--- src/rtl/instr_register_pkg.sv ---
// Shared types for the instruction register and its load sequencer.
`default_nettype none

package instr_register_pkg;

  typedef enum logic [2:0] {
    ZERO  = 3'd0,
    PASSA = 3'd1,
    PASSB = 3'd2,
    ADD   = 3'd3,
    SUB   = 3'd4,
    MULT  = 3'd5,
    DIV   = 3'd6,
    MOD   = 3'd7
  } opcode_t;

  typedef logic signed [31:0] operand_t;
  typedef logic [4:0]         address_t;

  typedef enum logic [0:0] {
    IDLE  = 1'b0,
    ISSUE = 1'b1
  } seq_state_t;

  typedef struct packed {
    opcode_t  opc;
    operand_t a;
    operand_t b;
  } instr_t;

endpackage

`default_nettype wire

--- src/rtl/instr_fifo.sv ---
// Synchronous FIFO with power-of-two depth; full/empty flags and occupancy count.
`default_nettype none

module instr_fifo #(
  parameter int DEPTH = 4,
  parameter int W     = 67,
  localparam int AW   = $clog2(DEPTH)
) (
  input  logic          clk,
  input  logic          reset_n,
  input  logic          push_i,
  input  logic          pop_i,
  input  logic [W-1:0]  wdata_i,
  output logic [W-1:0]  rdata_o,
  output logic          full_o,
  output logic          empty_o,
  output logic [AW:0]   count_o
);

  logic [W-1:0] mem_q [DEPTH];
  logic [AW-1:0] wr_ptr_q, rd_ptr_q;
  logic [AW:0]   count_q;
  logic          do_push, do_pop;

  assign full_o  = (count_q == (AW+1)'(DEPTH));
  assign empty_o = (count_q == '0);
  assign count_o = count_q;
  assign rdata_o = mem_q[rd_ptr_q];

  // A push into a full FIFO is dropped even if a pop happens on the same edge.
  assign do_push = push_i && !full_o;
  assign do_pop  = pop_i && !empty_o;

  always_ff @(posedge clk) begin
    if (do_push) mem_q[wr_ptr_q] <= wdata_i;
  end

  always_ff @(posedge clk or negedge reset_n) begin
    if (!reset_n) begin
      wr_ptr_q <= '0;
      rd_ptr_q <= '0;
      count_q  <= '0;
    end else begin
      if (do_push) wr_ptr_q <= wr_ptr_q + AW'(1);
      if (do_pop)  rd_ptr_q <= rd_ptr_q + AW'(1);
      if (do_push && !do_pop)      count_q <= count_q + (AW+1)'(1);
      else if (do_pop && !do_push) count_q <= count_q - (AW+1)'(1);
    end
  end

endmodule

`default_nettype wire

--- src/rtl/instr_load_sequencer.sv ---
// Buffers incoming instructions and issues them as load_en strobes with an auto-incrementing write pointer.
`default_nettype none

module instr_load_sequencer
  import instr_register_pkg::*;
#(
  parameter int FIFO_DEPTH = 4,
  parameter int CNT_W      = 16
) (
  input  logic              clk,
  input  logic              reset_n,
  input  logic              in_valid,
  output logic              in_ready,
  input  opcode_t           in_opcode,
  input  operand_t          in_operand_a,
  input  operand_t          in_operand_b,
  input  logic              hold,
  input  logic              ptr_load,
  input  address_t          ptr_value,
  output logic              load_en,
  output address_t          write_pointer,
  output opcode_t           opcode,
  output operand_t          operand_a,
  output operand_t          operand_b,
  output logic [CNT_W-1:0]  issued_count,
  output logic              wrapped
);

  localparam int CW = $clog2(FIFO_DEPTH) + 1;

  instr_t          head, instr_q;
  logic            fifo_full, fifo_empty, push, pop;
  logic [CW-1:0]   fifo_count;
  seq_state_t      state_q, state_d;
  address_t        wp_q, wp_d;
  logic [CNT_W-1:0] cnt_q, cnt_d;
  logic            wrapped_q, wrapped_d;

  instr_fifo #(
    .DEPTH (FIFO_DEPTH),
    .W     ($bits(instr_t))
  ) u_fifo (
    .clk     (clk),
    .reset_n (reset_n),
    .push_i  (push),
    .pop_i   (pop),
    .wdata_i ({in_opcode, in_operand_a, in_operand_b}),
    .rdata_o (head),
    .full_o  (fifo_full),
    .empty_o (fifo_empty),
    .count_o (fifo_count)
  );

  assign in_ready = reset_n && (fifo_count != CW'(FIFO_DEPTH));
  assign push     = in_valid && !fifo_full && reset_n;
  assign pop      = !fifo_empty && !hold;

  // ISSUE marks the cycle in which a freshly popped instruction is on the outputs.
  always_comb begin
    state_d   = pop ? ISSUE : IDLE;
    wp_d      = wp_q;
    cnt_d     = cnt_q;
    wrapped_d = wrapped_q;
    if (ptr_load) begin
      wp_d = ptr_value;
    end else if (state_q == ISSUE) begin
      wp_d = wp_q + 5'd1;
      if (wp_q == '1) wrapped_d = 1'b1;
    end
    if (state_q == ISSUE && cnt_q != '1) cnt_d = cnt_q + CNT_W'(1);
  end

  always_ff @(posedge clk or negedge reset_n) begin
    if (!reset_n) begin
      state_q   <= IDLE;
      wp_q      <= '0;
      cnt_q     <= '0;
      wrapped_q <= 1'b0;
      instr_q   <= '{opc: ZERO, a: '0, b: '0};
    end else begin
      state_q   <= state_d;
      wp_q      <= wp_d;
      cnt_q     <= cnt_d;
      wrapped_q <= wrapped_d;
      if (pop) instr_q <= head;
    end
  end

  assign load_en       = (state_q == ISSUE);
  assign write_pointer = wp_q;
  assign opcode        = instr_q.opc;
  assign operand_a     = instr_q.a;
  assign operand_b     = instr_q.b;
  assign issued_count  = cnt_q;
  assign wrapped       = wrapped_q;

endmodule

`default_nettype wire

--- config.mk ---
export PLATFORM = sky130hd
export DESIGN_NAME = instr_load_sequencer
export DESIGN_NICKNAME = d
export VERILOG_FILES = /design/src/rtl/instr_register_pkg.sv /design/src/rtl/instr_fifo.sv /design/src/rtl/instr_load_sequencer.sv
export SDC_FILE = /design/constraint.sdc
export NUM_CORES = 1
export LEC_CHECK = 0
export CORE_MARGIN = 2
export CORE_UTILIZATION = 40
export CTS_BUF_LIST = sky130_fd_sc_hd__clkbuf_4 sky130_fd_sc_hd__clkbuf_8 sky130_fd_sc_hd__clkbuf_16
export DETAILED_ROUTE_END_ITERATION = 8
export GPL_TIMING_DRIVEN = 0
export SETUP_SLACK_MARGIN = 0.02
export SYNTH_ARGS = -nofsm -noshare
export SYNTH_HDL_FRONTEND = slang
export SYNTH_HIERARCHICAL = 1
export SYNTH_SLANG_ARGS = --single-unit
--- constraint.sdc ---
create_clock -name clk -period 4.5 [get_ports clk]
set_input_delay 0.9 -clock clk [delete_from_list [all_inputs] [get_ports clk]]
set_output_delay 0.9 -clock clk [all_outputs]
set_load 0.1 [all_outputs]
### After elaboration in Yosys (flattened, before gate mapping)

Memories as Yosys holds them, arrays and structs flattened. A register that Yosys moved wholly into a read port is not among the register bits.
Cells that the tools add are included.
Widths: inputs -> output; s select.

* add/subtract/negate cells: 6
* equality and inequality tests: 4
* muxes and demuxes: 7
* bitwise logic cells: 1
* reduce and logical (&&, ||, !) cells: 19

Operators by type and width (count)
* $add 16x1->16 const B: 1
* $ne 16x16->1 const B: 1
* $mux 5: 2
* $logic_and 1x1->1: 9
* $logic_not 1->1: 6
* $mux 3: 2
* $add 5x1->5 const B: 1
* $eq 5x5->1 const B: 1
* $add 2x1->2 const B: 2
* $reduce_bool 2->1: 2
* $add 3x1->3 const B: 1
* $eq 3x3->1 const B: 1
* $logic_not 3->1: 1
* $mux 1: 3
* $ne 3x3->1 const B: 1
* $reduce_and 3->1: 1
* $sub 3x1->3 const B: 1
* $not 1->1: 1

* bits in registers: 30
* memory bits (writable): 268
* bits of input ports: 77
* output and inout port bits: 91
* word-level logic and storage cells: 45
* memories: 1

Memory list
* u_fifo.mem_q: depth 4, bits a word 67, rd ports 1, clocked after memory_dff 1, write ports 1, RTL line instr_fifo.sv:20 `logic [W-1:0] mem_q [DEPTH];`

### Longest topological paths before layout

* depth in word-level cells: 9
* depth in mapped cells: 12
* mapped depth without buffers: 10

### Hierarchy

The synthesis kept the hierarchy.

By module, submodules not included
* instr_fifo: times used 1, cells an instance 388, area an instance 10094.7 µm², sequential area each 8222.9 µm²
* instr_load_sequencer: times used 1, cells an instance 251, area an instance 3641.0 µm², sequential area each 2252.2 µm²

### Worst setup path after synthesis

No wires, ideal clock.

* path type: input-to-reg
* start point: in reset_n
* end point: mem u_fifo.mem_q[3][0], enable pin
* library setup time: 0.494 ns
* data arrival time: 3.915 ns
* data required time: 4.006 ns
* slack: 0.091 ns
* stages on the path: 4
* path buffers: 0
* cell sequence: nand2_1 > nor2_1 > nand2_1 > nor2_1

* longest elaborated chain between the ends: 4

RTL lines
* start: declaration: RTL line instr_load_sequencer.sv:11 `input logic reset_n,`
* $logic_and 1x1->1: RTL line instr_load_sequencer.sv:55 `assign push = in_valid && !fifo_full && reset_n;`
* named net push: RTL line instr_load_sequencer.sv:32 `logic fifo_full, fifo_empty, push, pop;`
* $logic_and 1x1->1: RTL line instr_fifo.sv:31 `assign do_push = push_i && !full_o;`
* $mux 1: RTL line instr_fifo.sv:35 `if (do_push) mem_q[wr_ptr_q] <= wdata_i;`
* $mux 1 (not written as such): RTL line instr_fifo.sv:35
* end: declaration: RTL line instr_fifo.sv:20

The timed path passes the listed nets, and every way through them passes these cells.

### Worst setup path after layout

* start point: in reset_n
* end point: out in_ready

* longest elaborated chain between the ends: 1

RTL lines
* $logic_and 1x1->1: RTL line instr_load_sequencer.sv:54 `assign in_ready = reset_n && (fifo_count != CW'(FIFO_DEPTH));`
* end: declaration: RTL line instr_load_sequencer.sv:13 `output logic in_ready,`

No other way between the ends.

==> flow_metrics.tcl <==
set metrics [dict create \
    first_iter_violations 255 \
    layout-drive-gt1-share_pct 27.2 \
    top_usage_layer "met2" \
    numCtsBuffers 40 \
    syn_nets 725 \
    min_period_ns 4.00 \
    synth_ff_type "edfxtp_1" \
    place.port_buffers 166 \
    core_area_sq_um 33700 \
    synthAdderAreaFrac_pct 0.874 \
    grtUsageMet2_pct 25.1 \
    grt.total_usage_pct 15.5 \
    clock_sinks 365 \
    htreeDepth 2 \
    synth_common_cells "edfxtp_1, dfrtp_1, mux2_2" \
    crit_path_end_kind "output port" \
    synth.area.mux_share_pct 17.1 \
    maxCapViolCount 0 \
    grt-ovfl-total 0 \
    fin_crit_sh_pct 88.9 \
    fin_ws_ns 0.501 \
    max_freq_ghz 0.250 \
    wirelength_um 27300 \
    clock_path_buffers 3 \
    setup_viol 0 \
    path_class "input pin to output port" \
    p_per_area_nw_per_um2 776 \
    slew_headroom_pct 28.0 \
    ir_drop_uv 617 \
    drv_slew 0 \
    vias_per_cell 5.02 \
    synth.avg_cell_area_sq_um 21.5 \
    met1_usage_pct 20.5 \
    outcome "complete, no violations" \
    tns_ns 0 \
    leakage_nw 6.18 \
    fin_area_sq_um 17600 \
    io_pins 168 \
    synth_warnings 6 \
    synth-simple-area-share_pct 2.34 \
    drt_first_pass_iters 4 \
    dpl_worst_slack_ns 0.424 \
    synth_top_area_cell "edfxtp_1" \
    synthXorXnorAreaFrac_pct 1.47 \
    die_h_um 189 \
    synth.distinct_cells 39 \
    hold_class "input pin to async pin" \
    drcViolationCount 0 \
    rsz0062_at_grt "false" \
    num_vias 6695 \
    path_max_fanout 55 \
    cts_resized 0 \
    syn-cell-area_sq_um 13700 \
    antenna_cells 0 \
    hold_viol_final 0 \
    worstPathArrival_ns 3.10 \
    dieArea_sq_um 35800 \
    clk_pin_slew_ns 0.05 \
    place.gp.congestion 0.726 \
    clock-root-buffer "clkbuf_16" \
    use_met3_pct 4.54 \
    die-width_um 189 \
    critPathRequiredTime_ns 3.60 \
    tritoncts "built" \
    ys_ff_latch 365 \
    cts_hold_buf 0 \
    grt_max_degree 56 \
    synth_compound_area_share_pct 0.592 \
    final_nets 940 \
    dp_hpwl_um 17100 \
    syn_to_final_growth_pct 28.0 \
    post_dp_cell_area_sq_um 16200 \
    insertion_delay_ns 0.52 \
    initial_core_util_pct 40.8 \
    synth.yosys.seq_area_share_pct 76.3 \
    synth_area_leaders "edfxtp_1, dfrtp_1, mux4_2" \
    async_flop_share_pct 26.6 \
    synth_top_family_by_area "multiplexers" \
    antenna_found_initial 0 \
    yosysTopAreaCellShare_pct 58.6 \
    ant_nets 0 \
    synth_edf_count 268 \
    synth_most_common_cell "edfxtp_1" \
    syn_inst 639 \
    grt_pass1_vias 7177 \
    start_kind "input pin" \
    row_count 67 \
    clock_skew_ns 0.0157 \
    post_cts_buffers 0 \
    grt_pass1_wl_um 42200 \
    wl_per_cell_um 20.4 \
    tightest_slew_ns 1.08 \
]
==> worst paths after layout <==
path / from / endpoint / slack, ns / cells past startpoint
max in group asynchronous: reset_n / u_fifo/wr_ptr_q[0] / 3.46 / 2
max: reset_n / in_ready / 0.50 / 4
min reg2reg: wrapped / wrapped / 0.48 / 1
min in group clk: wrapped / wrapped / 0.48 / 1
min: reset_n / operand_a[22] / 0.34 / 1
max reg2reg: u_fifo/count_o[0] / u_fifo/count_o[1] / 1.49 / 10
==> kinds of logic (layout without fill, tap and decap cells) <==
logic type,Yosys count,after routing
buffers and inverters,33,279
multiplexers,141,141
flip-flops,365,365
adder cells (fa/ha/maj),9,9
AND/OR/NAND/NOR,57,57
AO/OA/AOI/OAI,11,11
XOR/XNOR,23,23
==> placed cells by master (no fill, tap or decap), types with 6 or more instances in the layout <==
cell type and count:
clkbuf_8 8, xnor2_1 13, nand3_1 6, mux2_2 70, clkdlybuf4s50_1 165, edfxtp_1 268
xor2_1 10, clkbuf_1 10, ha_1 8, buf_2 11, nand2_1 16, clkbuf_4 8
dfrtp_1 97, mux4_2 67, clkbuf_16 42, clkinv_1 6
==> layout make-up <==
type                    instances  area, sq um
plain buffers                  28          174
inverters                       5         18.8
multi-input cells             241         3080
well taps                     448          561
flip-flops and latches        365        10500
repair buffers                173         1840
fillers                      2761        16100
clock inverters                15          204
clock buffers                  58         1220
==> worst max-delay path, stage by stage <==
cell and delay [ns]:
buf_6 0.41, buf_16 0.31, a21boi_0 0.22, clkdlybuf4s50_1 1.16
==> power by group <==
part           total (W)  internal (W)  switching, W  leakage (nW)
Combinational    0.00561       0.00179       0.00382          1.88
Clock            0.00342       0.00217       0.00126         0.711
Sequential       0.00460       0.00430      0.000304          3.59
Total             0.0136       0.00826       0.00537          6.18
==> sequential cells by signal (all words and copies together), names as in the netlist <==
| register | flops |
|---|---|
| u_fifo/rd_ptr_q | 2 |
| issued_count | 16 |
| u_fifo/count_o | 3 |
| u_fifo/mem_q | 268 |
| u_fifo/wr_ptr_q | 2 |
| wrapped | 1 |
| operand_a | 32 |
| opcode | 3 |
| write_pointer | 5 |
| operand_b | 32 |
| load_en | 1 |
==> metrics by stage <==
stage	hold slack, ns	utilization, %	power (W)	std cells
6_report	0.339	52.2	0.0136	1333
2_1_floorplan	0.462	-	0.00890	639
5_1_grt	0.362	52.2	0.0142	1333
3_3_place_gp	0.467	47.4	0.0103	1253
3_5_place_dp	0.469	47.9	0.0104	1260
4_1_cts	0.343	52.2	0.0138	1333
==> metal layers <==
metal | part of all wire (%) | vias to the layer above | wire, um
li1 | - | 2985 | -
met1 | 44 | 3503 | 12000
met2 | 48 | 161 | 13100
met3 | 6.2 | 46 | 1680
met4 | 2.0 | 0 | 539
met5 | 0 | - | 0
No activity file was read; power rests on OpenSTA's default activity.
